File: config.mk
export PLATFORM = sky130hd
export DESIGN_NAME = prog_rom
export DESIGN_NICKNAME = d
export VERILOG_FILES = /design/src/rtl/prog_rom.sv
export SDC_FILE = /design/constraint.sdc
export NUM_CORES = 1
export LEC_CHECK = 0
export CAP_MARGIN = 40
export CORE_MARGIN = 2
export CORE_UTILIZATION = 35
export CTS_BUF_LIST = sky130_fd_sc_hd__clkbuf_8
export DETAILED_ROUTE_END_ITERATION = 6
export PLACE_DENSITY = 0.49
export SYNTH_ARGS = -nofsm -noshare
export SYNTH_HDL_FRONTEND = slang
export SYNTH_SLANG_ARGS = --single-unit
File: constraint.sdc
create_clock -name CLK -period 1.9 [get_ports CLK]
set_input_delay 0.38 -clock CLK [delete_from_list [all_inputs] [get_ports CLK]]
set_output_delay 0.38 -clock CLK [all_outputs]
set_load 0.02 [all_outputs]
File: src/rtl/prog_rom.sv
// rtl/prog_rom.sv - loadable 16x8 instruction store with checksummed byte loader
// Ports:
//   CLK, RST             clock, synchronous active-low reset
//   PC                   fetch address; A/D = opcode/operand of mem[PC], combinational
//   ld_start             pulse: begin or restart a load (wins over a concurrent byte)
//   ld_valid/ld_data     loader byte stream; ld_ready = loader accepting
//   ld_count             program bytes accepted in the current load (0..16)
//   ld_err               last load failed its XOR checksum
//   cpu_rst_n            CPU datapath reset, released only in RUN
module prog_rom #(
  parameter int ADDR_W = 4
) (
  input  logic              CLK,
  input  logic              RST,
  input  logic [ADDR_W-1:0] PC,
  output logic [3:0]        A,
  output logic [3:0]        D,
  input  logic              ld_start,
  input  logic              ld_valid,
  input  logic [7:0]        ld_data,
  output logic              ld_ready,
  output logic [ADDR_W:0]   ld_count,
  output logic              ld_err,
  output logic              cpu_rst_n
);

  localparam int DEPTH = 1 << ADDR_W;
  localparam logic [ADDR_W:0] LAST_CNT = (ADDR_W+1)'(DEPTH - 1);
  localparam logic [ADDR_W:0] FULL_CNT = (ADDR_W+1)'(DEPTH);

  typedef enum logic [2:0] {
    S_EMPTY,
    S_LOAD,
    S_CHECK,
    S_RUN,
    S_ERR
  } state_t;

  state_t     state;
  state_t     state_n;
  logic [7:0] mem [DEPTH];
  logic [7:0] chk;
  logic [7:0] fetch;
  logic       xfer;

  assign fetch = mem[PC];
  assign A     = fetch[7:4];
  assign D     = fetch[3:0];
  assign xfer  = ld_valid & ld_ready;

  always_ff @(posedge CLK) begin
    if (!RST) begin
      state <= S_EMPTY;
    end else begin
      state <= state_n;
    end
  end

  // Outputs depend on registered state only, so cpu_rst_n is glitch-free
  // with respect to the loader inputs.
  always_comb begin
    state_n   = state;
    ld_ready  = 1'b0;
    cpu_rst_n = 1'b0;
    case (state)
      S_EMPTY: begin
        if (ld_start) state_n = S_LOAD;
      end
      S_LOAD: begin
        ld_ready = 1'b1;
        if (ld_start) begin
          state_n = S_LOAD;
        end else if (xfer && ld_count == LAST_CNT) begin
          state_n = S_CHECK;
        end
      end
      S_CHECK: begin
        ld_ready = 1'b1;
        if (ld_start) begin
          state_n = S_LOAD;
        end else if (xfer) begin
          state_n = (ld_data == chk) ? S_RUN : S_ERR;
        end
      end
      S_RUN: begin
        cpu_rst_n = 1'b1;
        if (ld_start) state_n = S_LOAD;
      end
      S_ERR: begin
        if (ld_start) state_n = S_LOAD;
      end
      default: state_n = S_EMPTY;
    endcase
  end

  // ld_start is checked before any transfer so a restart discards the
  // concurrent byte without touching memory or the running checksum.
  always_ff @(posedge CLK) begin
    if (!RST) begin
      for (int i = 0; i < DEPTH; i++) begin
        mem[i] <= 8'h00;
      end
      ld_count <= '0;
      chk      <= 8'h00;
      ld_err   <= 1'b0;
    end else if (ld_start) begin
      ld_count <= '0;
      chk      <= 8'h00;
      ld_err   <= 1'b0;
    end else if (state == S_LOAD && xfer) begin
      mem[ld_count[ADDR_W-1:0]] <= ld_data;
      chk                       <= chk ^ ld_data;
      if (ld_count != FULL_CNT) begin
        ld_count <= ld_count + 1'b1;
      end
    end else if (state == S_CHECK && xfer && ld_data != chk) begin
      ld_err <= 1'b1;
    end
  end

endmodule
Word-level counts from Yosys, hierarchy flattened
Memory sizes are Yosys's and may differ from the RTL's.
Cells that the tools add are included.
W data, S select, Z words.
{"block": "totals", "mem_bits_rw": 128, "memories": 1, "elab_cells": 50, "register_bits": 17, "out_inout_bits": 16, "input_bits": 16}
{"name": "mem", "words": 16, "width": 8, "rd": 1, "rd_clocked_by_memory_dff": 0, "write_ports": 16, "line": "41", "source": "logic [7:0] mem [DEPTH];"}
{"block": "classes", "reduce_logical": 12, "n_addsub": 1, "n_mux": 17, "eq_ne": 11, "bitwise_logic": 4}
{"operator": "$mux W3", "count": 6}
{"operator": "$pmux W3 S3", "count": 1}
{"operator": "$eq A8 B8 Y1", "count": 1}
{"operator": "$mux W1", "count": 8}
{"operator": "$mux W8", "count": 1}
{"operator": "$ne A8 B8 Y1", "count": 1}
{"operator": "$reduce_or A8 Y1", "count": 1}
{"operator": "$xor A8 B8 Y8", "count": 1}
{"operator": "$eq A3 B2 Y1 const B", "count": 2}
{"operator": "$ne A3 B3 Y1 const B", "count": 2}
{"operator": "$add A5 B1 Y5 const B", "count": 1}
{"operator": "$eq A5 B4 Y1 const B", "count": 1}
{"operator": "$ne A5 B5 Y1 const B", "count": 1}
{"operator": "$logic_and A1 B1 Y1", "count": 4}
{"operator": "$mux W4", "count": 1}
{"operator": "$reduce_and A2 Y1", "count": 2}
{"operator": "$reduce_or A2 Y1", "count": 2}
{"operator": "$eq A3 B1 Y1 const B", "count": 1}
{"operator": "$eq A3 B3 Y1 const B", "count": 1}
{"operator": "$logic_not A3 Y1", "count": 1}
{"operator": "$reduce_and A3 Y1", "count": 1}
{"operator": "$reduce_or A3 Y1", "count": 1}
{"operator": "$ne A2 B1 Y1 const B", "count": 1}
{"operator": "$not A1 Y1", "count": 2}
{"operator": "$and A1 B1 Y1", "count": 1}

Depth between registers and ports, before layout
{"block": "logic_depth", "word_depth": 11, "depth_mapped": 7}

Least setup slack after synthesis
Ideal clock, no wire load.
{"block": "synth_timing", "path_kind": "input-to-output", "from": "input port PC[0]", "to": "output port A[2]", "path_buffers": 2, "cell_stages": 5, "t_required_ns": 1.520, "t_arrival_ns": 1.565, "slack_ns": -0.045, "path_cell_list": "buf_2 -> buf_4 -> mux4_2 -> a22oi_1 -> nand2_1"}
{"block": "synth_via", "elab_chain_cells": 1}
{"element": "from (decl)", "line": "15", "source": "input logic [ADDR_W-1:0] PC,"}
{"element": "$mem_v2 Z16 W8"}
{"element": "to (decl)", "line": "16", "source": "output logic [3:0] A,"}
Every way passes these cells.

Worst setup path after layout
{"block": "layout_timing", "from": "memory mem[15][4]", "to": "output port A[0]"}
{"block": "layout_via", "elab_chain_cells": 1}
{"element": "from (decl)", "line": "41"}
{"element": "$mem_v2 Z16 W8"}
Every way passes these cells.

==> summary.txt <==
Power and ir drop
  • Seq pwr share: 50.6%
  • Cell internal pwr: 5.55 mW
  • Net Switching: between 1.5 and 2 mW
  • Switch share: 21.9%
  • Combinational Power Share: a little under a tenth
  • Power Dens Cells: 827 nW/um2
  • Static leakage: 3.20 nW
  • Worst IR Drop VDD: 436 uV
  • Clock power frac: 40.3%

Synth
  • Cells after Synth: 489
  • Syn_nets: 510
  • Yosys cell types: 38
  • Post-synth ARST share: 0%
  • Syn avg cell area: 14.1 um2
  • Most instantiated library cell after synthesis: and2_1
  • Synth top cells by count: and2_1 (130), edfxtp_1 (128), mux4_2 (32)
  • Main synth FF type: edfxtp_1
  • Largest cells by area after synthesis: edfxtp_1 (56%), and2_1 (12%), mux4_2 (10%)
  • Area leader, netlist: edfxtp_1
  • EDFF count, synth: about 130
  • Seq/Total Area, Yosys: 60.6%
  • Area of the mapped netlist: 6900 um2
  • Seq cells post-synth: about 150
  • YS warnings: 0
  • Yosys top cell area share: a little under three fifths

Layout
  • Nets@finish: 595
  • Area growth, synth to finish: 24.5%
  • Post-route cell area: roughly 8600 um2
  • Final Util: 44.3%
  • Layout cells sized above 1: 31.7%
  • Filler Cells Inserted: 1,820
  • Diodes inserted: 0

Timing
  • Hold WS: approximately 470 ps
  • RSZ-0062 raised after global routing: true
  • Final slew viol count: 0
  • Final setup viols: 8
  • Fmax: between 0.4 and 0.5 GHz
  • Final hold violations: 0
  • Clock skew: 7.92 ps
  • Tmin final: 2190 ps
  • Max_slew headroom: between 60% and 70%
  • Fin crit share: 115%
  • PnR worst setup slack: -294 ps
  • Worst slew pin tran: 514 ps
  • TNS Setup: -2070 ps

Drt
  • Total routed wirelength: 16.0 mm
  • Drt first pass iters: 4
  • Vias: 4,103
  • Routed Antenna Nets: 0
  • Drt initial violations: 175
  • DR DRC count: 0
  • Drt wl/cell: around 19 um
  • DR vias/cell: 4.82

Setup path
  • Crit path DAT: approximately 1800 ps
  • Critical Path Start Type: flip-flop
  • Critical path required time: 1520 ps
  • Crit end category: output port
  • Crit Path Category: flip-flop to output port
  • Crit path max fanout: 1

GRT
  • Gr usage total: 16.8%
  • Initial antenna violation count: 0
  • Met3 Usage GRT: between 3 and 4%
  • First-pass GRT wire length: approximately 25 mm
  • GRT busiest layer: met2
  • GR Util met2: between 20% and 30%
  • Vias in the first global route: 4,377
  • M1 GR Usage: 22.5%
  • Largest net degree at the start of global routing: 19
  • Global route overflow: 0

Floorplanning
  • Row count: 51
  • Chip Width: about 140 um
  • Die Y: 144 um
  • Die area: roughly 21,000 um2
  • Initial Util: 35.6%
  • Core Footprint: 19,400 um2
  • Io pins: 32

Place
  • Gpl congestion: roughly 0.84
  • DP Worst Slack: -940 ps
  • # port buffers: 31
  • Placed cell area: 8050 um2
  • Hpwl dp: 11.6 mm

Worst hold path
  • Class of the worst hold path: flip-flop to flip-flop

CTS
  • Setup repair bufs after CTS: 0
  • Clock-pin slew on the worst setup and hold paths: 80 ps
  • Total CTS buffers: 17
  • Clock Latency Late Sink: 440 ps
  • Clk Tree Root Cell: clkbuf_8
  • CTS tree: built
  • Clock net sink count: 145
  • CTS max path bufs: 2
  • H-tree lvl count: 4

Job
  • Max_cap viols: 0

Outcome
  • Failing checks: negative setup slack
  • Status: complete, but fails checks
[flip-flops by register name, summed over array words and instances (netlist names)]
register,count
chk,8
ld_count,5
ld_err,1
mem,128
state,3
[power by group through the flow]
stage / registers [mW] / clock network (mW) / logic (mW)
floorplan: 3.65 / 0 / 0.346
global placement: 3.67 / 0 / 0.627
detailed placement: 3.67 / 0 / 0.636
CTS: 3.60 / 2.94 / 0.660
global route: 3.61 / 3.07 / 0.697
finish: 3.60 / 2.86 / 0.647
[layer usage]
layer,vias up,routed length [um]
met5,-,0
met4,0,163
met3,11,534
met2,79,7940
met1,2071,7380
li1,1942,-
[placed cells by master, fill, tap and decap left out, drive strengths merged, types with 4 or more instances in the layout]
cell           synthesis  routed
edfxtp               128     128
inv                    5       7
nand2                 21      21
mux4                  32      32
nor2                  28      28
nor3                   4       4
clkdlybuf4s50          0      14
buf                   15      78
dfxtp                 17      17
clkinv                 0       6
xor2                  17      17
clkbuf                19      18
nand2b                 7       7
nand3                  4       4
a22oi                 16      16
dlygate4sd2            0       5
and2                 130     130
o21ai                 15      15
bufinv                 0       6
ha                     5       5
[logic make-up after synthesis]
family / synth area share [%]
xor+xnor: 2.54
mux: 10.6
flops: 60.6
compound gates: 3.79
buf+inv: 2.70
fa+ha+maj: 0.907
simple gates: 18.8
[metrics by stage]
stage	cells	total power, mW
4_1_cts	853	7.20
3_3_place_gp	821	4.29
5_1_grt	852	7.37
3_5_place_dp	821	4.31
6_report	852	7.11
2_1_floorplan	489	3.99
[path summary, 6_finish.rpt]
| path | startpoint | to | slack (ps) | depth (start not counted) |
|---|---|---|---|---|
| setup / recovery | mem[15][4]$_SDFFCE_PN0P_ | A[0] | -290 | 5 |
| hold / removal | ld_err$_SDFFE_PP0P_ | ld_err$_SDFFE_PP0P_ | 470 | 2 |
| setup reg to reg | ld_count[1]$_SDFFE_PP0P_ | state[0]$_SDFFE_PN0P_ | 150 | 7 |
| hold reg to reg | ld_err$_SDFFE_PP0P_ | ld_err$_SDFFE_PP0P_ | 470 | 2 |
[critical path, stage by stage (launching register included)]
cell      delay [ps]
edfxtp_1         390
mux4_2           520
a22oi_2          140
buf_4            150
nand2_2           40
buf_6            130
[cell type report]
class                      instances  area (um2)  area share (%)
timing repair buffer             100         962            11.2
tap                              265         332            3.86
sequential                       145        4190            48.7
clock buffer                      17         234            2.72
clock inverter                    15         240            2.80
multi-input combinational        305        2620            30.5
inverter                           5        18.8           0.218
[timing repair]
| item | CTS | global route |
|---|---|---|
| pin swaps | 8 | 3 |
| gates resized for setup | 67 | 7 |
| hold buffers | 0 | 0 |
| setup endpoints to repair | 13 | 12 |
Note: power is estimated with default switching activity, not from simulation.
